==> src/rtl/lock_key_loader32.sv <==
// Bit-serial key loader: fetches a 32-bit unlock key over a 4-phase handshake and drives keyinput.
// Define KEYLOAD_CHECK_EN to append and verify a 6-bit popcount checksum (38-bit frame).
module lock_key_loader32 #(
  parameter int unsigned TIMEOUT_CYC = 255
) (
  input  logic        clk,
  input  logic        rst_n,
  input  logic        start,
  output logic        mem_req,
  input  logic        mem_ack,
  input  logic        mem_bit,
  output logic [31:0] key_o,
  output logic        key_valid,
  output logic        busy,
  output logic        err
);

`ifdef KEYLOAD_CHECK_EN
  localparam int unsigned FRAME_LEN = 38;
`else
  localparam int unsigned FRAME_LEN = 32;
`endif
  localparam logic [5:0] LAST_IDX = 6'(FRAME_LEN);
  localparam logic [7:0] TO_LAST  = 8'(TIMEOUT_CYC - 1);

  typedef enum logic [2:0] {IDLE, REQ, GAP, CHECK, DONE, ERR} state_t;

  state_t      state_q, state_d;
  logic [5:0]  idx_q, idx_d;
  logic [7:0]  cnt_q, cnt_d;
  logic [31:0] shadow_q, shadow_d;
  logic        mem_req_q, mem_req_d;
  logic [31:0] key_o_q, key_o_d;
  logic        key_valid_q, key_valid_d;
  logic        busy_q, busy_d;
  logic        err_q, err_d;

`ifdef KEYLOAD_CHECK_EN
  logic [5:0] chk_q, chk_d;
  logic [5:0] pop;

  always_comb begin
    pop = '0;
    for (int i = 0; i < 32; i++) pop = pop + 6'(shadow_q[i]);
  end
`endif

  always_comb begin
    state_d  = state_q;
    idx_d    = idx_q;
    cnt_d    = cnt_q;
    shadow_d = shadow_q;
`ifdef KEYLOAD_CHECK_EN
    chk_d    = chk_q;
`endif
    case (state_q)
      IDLE, DONE, ERR: begin
        if (start) begin
          state_d  = REQ;
          idx_d    = '0;
          cnt_d    = '0;
          shadow_d = '0;
`ifdef KEYLOAD_CHECK_EN
          chk_d    = '0;
`endif
        end
      end
      REQ: begin
        if (mem_ack) begin
          if (!idx_q[5]) shadow_d[idx_q[4:0]] = mem_bit;
`ifdef KEYLOAD_CHECK_EN
          else chk_d = {mem_bit, chk_q[5:1]};
`endif
          idx_d   = idx_q + 6'd1;
          cnt_d   = '0;
          state_d = GAP;
        end else if (cnt_q == TO_LAST) begin
          state_d  = ERR;
          shadow_d = '0;
        end else begin
          cnt_d = cnt_q + 8'd1;
        end
      end
      GAP: begin
        if (!mem_ack) begin
          cnt_d = '0;
          if (idx_q == LAST_IDX) begin
`ifdef KEYLOAD_CHECK_EN
            state_d = CHECK;
`else
            state_d = DONE;
`endif
          end else begin
            state_d = REQ;
          end
        end else if (cnt_q == TO_LAST) begin
          state_d  = ERR;
          shadow_d = '0;
        end else begin
          cnt_d = cnt_q + 8'd1;
        end
      end
`ifdef KEYLOAD_CHECK_EN
      CHECK: begin
        if (pop == chk_q) begin
          state_d = DONE;
        end else begin
          state_d  = ERR;
          shadow_d = '0;
        end
      end
`endif
      default: state_d = IDLE;
    endcase

    // Outputs are registered from the next state so the bus only ever shows a finished key.
    mem_req_d   = (state_d == REQ);
    busy_d      = (state_d == REQ) || (state_d == GAP) || (state_d == CHECK);
    key_valid_d = (state_d == DONE);
    err_d       = (state_d == ERR);
    key_o_d     = (state_d == DONE) ? shadow_q : 32'h0;
  end

  always_ff @(posedge clk or negedge rst_n) begin
    if (!rst_n) begin
      state_q     <= IDLE;
      idx_q       <= '0;
      cnt_q       <= '0;
      shadow_q    <= '0;
      mem_req_q   <= 1'b0;
      key_o_q     <= '0;
      key_valid_q <= 1'b0;
      busy_q      <= 1'b0;
      err_q       <= 1'b0;
    end else begin
      state_q     <= state_d;
      idx_q       <= idx_d;
      cnt_q       <= cnt_d;
      shadow_q    <= shadow_d;
      mem_req_q   <= mem_req_d;
      key_o_q     <= key_o_d;
      key_valid_q <= key_valid_d;
      busy_q      <= busy_d;
      err_q       <= err_d;
    end
  end

`ifdef KEYLOAD_CHECK_EN
  always_ff @(posedge clk or negedge rst_n) begin
    if (!rst_n) chk_q <= '0;
    else        chk_q <= chk_d;
  end
`endif

  assign mem_req   = mem_req_q;
  assign key_o     = key_o_q;
  assign key_valid = key_valid_q;
  assign busy      = busy_q;
  assign err       = err_q;

endmodule

==> config.mk <==
export PLATFORM = sky130hd
export DESIGN_NAME = lock_key_loader32
export DESIGN_NICKNAME = d
export VERILOG_FILES = /design/src/rtl/lock_key_loader32.sv
export SDC_FILE = /design/constraint.sdc
export NUM_CORES = 1
export LEC_CHECK = 0
export CAP_MARGIN = 20
export CORE_MARGIN = 5
export CORE_UTILIZATION = 48
export CTS_CLUSTER_SIZE = 28
export DETAILED_ROUTE_END_ITERATION = 16
export GPL_TIMING_DRIVEN = 0
export HOLD_SLACK_MARGIN = 0.15
export PLACE_DENSITY_LB_ADDON = 0.15
export RECOVER_POWER = 50
export SYNTH_ARGS = -nofsm -noshare
export SYNTH_HDL_FRONTEND = slang
export SYNTH_SLANG_ARGS = --single-unit
==> constraint.sdc <==
create_clock -name clk -period 5.7 [get_ports clk]
set_input_delay 1.14 -clock clk [delete_from_list [all_inputs] [get_ports clk]]
set_output_delay 1.14 -clock clk [all_outputs]
set_load 0.05 [all_outputs]
==> qor.yml <==
num_vias: 2852
hold_viol: 0
netlist_area_sq_mm: 0.00373
clk_pin_slew_ns: 0.09
synth_top_family_by_area: "compound AO/OA/AOI/OAI gates"
cts_made_buffers: 9
r2r-start: "cnt_q[0]$_DFFE_PN0P_"
reg2reg_depth: 8
synth_compound_area_share_pct: 19.1
yosys.area_share.simple_pct: 17.3
cts_tree: "built"
skew_ns: 0.00883
min_period_over_period_pct: 55.9
rr_endpoint: "shadow_q[26]$_DFFE_PN0P_"
outcome: "completed"
setup_viol_count_final: 0
nets: 424
ys_ff_latch: 85
fin_area_sq_mm: 0.00448
synth_flop_cell: "dfrtp_1"
wire_per_inst_um: 15.5
overflow: 0
grt_start_max_net_pins: 65
crit_chain: "dlygate4sd3_1 -> clkbuf_1 -> nor4b_1 -> nand2b_1 -> a211oi_1 -> and2b_4 -> buf_6 -> and2_1"
portBuffers: 40
ant_nets: 0
crit_type: "in -> reg"
synth_adder_area_share_pct: 2.01
worst-path-buf-inv: 3
rsz0062_at_grt: "no"
ys_warn_count: 0
antenna_found_initial: 0
start_kind: "input port"
hold_buffers: 0
drc_errors: 0
routed_via_density: 5.48
hpwl_um: 5450
hp-class: "reg -> reg"
fp.dieW_um: 98.1
cts_buffer_depth: 2
drive_gt1_share_pct: 6.70
cpMaxStageDelayCell: "dlygate4sd3_1"
crit_arrival_ns: 3.45
avgSynthCellArea_sq_um: 10.3
n_antenna_cell: 0
critPathLaunch: "mem_ack"
layout-area-overhead-vs-synth_pct: 20.2
die_area_sq_mm: 0.00963
first_pass_iters: 4
slew_headroom_pct: 19.5
rows: 32
fillers: 673
initial_core_util_pct: 48.7
die_h_um: 98.1
cp_top_family: "buffers and inverters"
yosys-top-cells-count: "dfrtp_1, o21ai_0, a21oi_1"
place_area_sq_mm: 0.00428
insertion_delay_ns: 0.37
post-cts-setup-buffers: 0
max_stage_delay_ns: 0.55
tns_ns: 0
drv_slew: 0
r2r_setup_slack_ns: 3.44
synth.top_cell.area_share_pct: 57.1
synth_edf_count: 0
cp-endpoint: "key_o[15]$_DFF_PN0_"
wirelength_um: 8080
clock.fmax_ghz: 0.314
track_usage_pct: 17.9
cp-end-kind: "flop"
fin_crit_ns: 3.19
synth_nets: 372
synth_xor_xnor_area_share_pct: 0.940
synth-async-reset-ratio_pct: 100
io_pins: 41
synth.most_common_cell: "dfrtp_1"
powerDensity_mw_per_mm2: 360
synth_cell_type_count: 45
ys_top_cells_by_area: "dfrtp_1, o21ai_0, and2_1"
yosysSeqAreaShare_pct: 57.1
cts_resized: 0
worst-path-max-fanout: 10
power.leakage_nw: 2.05
ctsHtreeMaxLevel: 3
drt_iter0_markers: 217
ir_drop_uv: 180
synthMuxAreaShare_pct: 0
cts.sinks: 85
layout.core_utilization_pct: 58.6
required_ns: 5.96
core_sq_mm: 0.00765
cp.depth: 8
routabilityCongestion: 0.894
post-synth-top-area-cell: "dfrtp_1"
worstMarginPinSlew_ns: 1.21
clock-root-buffer: "clkbuf_8"
grt_pass1_vias: 2736
synth_cells: 361
maxCapViolCount: 0
grt_pass1_wl_um: 13800
state kept, by name (all words and copies together), names as in the netlist:
name,count
state_q,3
key_valid,1
cnt_q,8
key_o,32
mem_req,1
busy,1
err,1
shadow_q,32
idx_q,6
worst register-to-register path, stage by stage (launching register included):
cell	delay, ns
dfrtp_1	0.45
inv_1	0.09
ha_1	0.16
nand2_1	0.10
or3_1	0.42
a32o_1	0.32
clkbuf_1	0.26
o21ai_0	0.23
o21ai_0	0.10
report_power, final:
group / switching (mW) / total, mW / leakage, nW / internal, mW
clock network: 0.236 / 0.446 / 0.106 / 0.209
logic: 0.343 / 0.494 / 0.772 / 0.152
registers: 0.0330 / 0.673 / 1.17 / 0.640
through the flow:
stage | hold slack [ns] | std cells | total power, mW | worst slack [ns]
floorplan | 0.446 | 361 | 1.03 | 3.09
global placement | 0.467 | 503 | 1.16 | 0.577
detailed placement | 0.462 | 504 | 1.18 | 2.22
CTS | 0.484 | 520 | 1.62 | 2.60
global route | 0.507 | 520 | 1.71 | 2.37
finish | 0.481 | 520 | 1.61 | 2.51
how the worst min path moves through the flow:
stage	from	to	slack (ns)	depth (start not counted)
after global placement	shadow_q[0]$_DFFE_PN0P_	key_o[0]$_DFF_PN0_	0.47	1
after detailed placement	shadow_q[29]$_DFFE_PN0P_	key_o[29]$_DFF_PN0_	0.46	1
final	shadow_q[29]$_DFFE_PN0P_	key_o[29]$_DFF_PN0_	0.48	1
after CTS	shadow_q[29]$_DFFE_PN0P_	key_o[29]$_DFF_PN0_	0.48	1
after global routing	shadow_q[24]$_DFFE_PN0P_	key_o[24]$_DFF_PN0_	0.51	1
after floorplan	shadow_q[10]$_DFFE_PN0P_	key_o[10]$_DFF_PN0_	0.45	1
layer usage:
layer / routed length, um / global-route usage [%]
met4: 105 / 6.18
met5: 0 / 0
met1: 3800 / 25.6
met3: 472 / 4.86
met2: 3700 / 26.5
cells in the final DEF, fill, tap and decap left out, drive strengths merged, types with 2 or more instances in the layout:
cell / Yosys / routed
or3: 3 / 3
or2: 2 / 2
nor3: 3 / 3
a211oi: 4 / 4
nand3: 6 / 6
dfrtp: 85 / 85
clkdlybuf4s50: 0 / 24
xor2: 3 / 3
nor2b: 2 / 2
a22o: 5 / 5
dlygate4sd3: 0 / 15
and2: 33 / 33
ha: 6 / 6
nand2b: 3 / 3
inv: 7 / 10
nand2: 17 / 17
nor2: 15 / 15
nor3b: 4 / 4
clkbuf: 16 / 26
nand3b: 5 / 5
a31oi: 2 / 2
buf: 5 / 6
a21oi: 35 / 35
or3b: 3 / 3
clkinv: 0 / 3
nand4: 8 / 8
o21ai: 72 / 72
area by class of cell:
type,count,area [sq um],area share (%)
buffer,21,109,2.43
clock buffer,9,124,2.76
clock inverter,7,81.3,1.81
inverter,7,26.3,0.586
multi-input combinational,248,1470,32.7
sequential,85,2130,47.5
tap,102,128,2.85
timing repair buffer,41,422,9.41
cells by family after synthesis:
logic type	count (synthesis)
adder cells (fa/ha/maj)	6
buffers and inverters	28
flip-flops	85
AND/OR/NAND/NOR	111
XOR/XNOR	4
AO/OA/AOI/OAI	127
(Power assumes the default switching activity.)
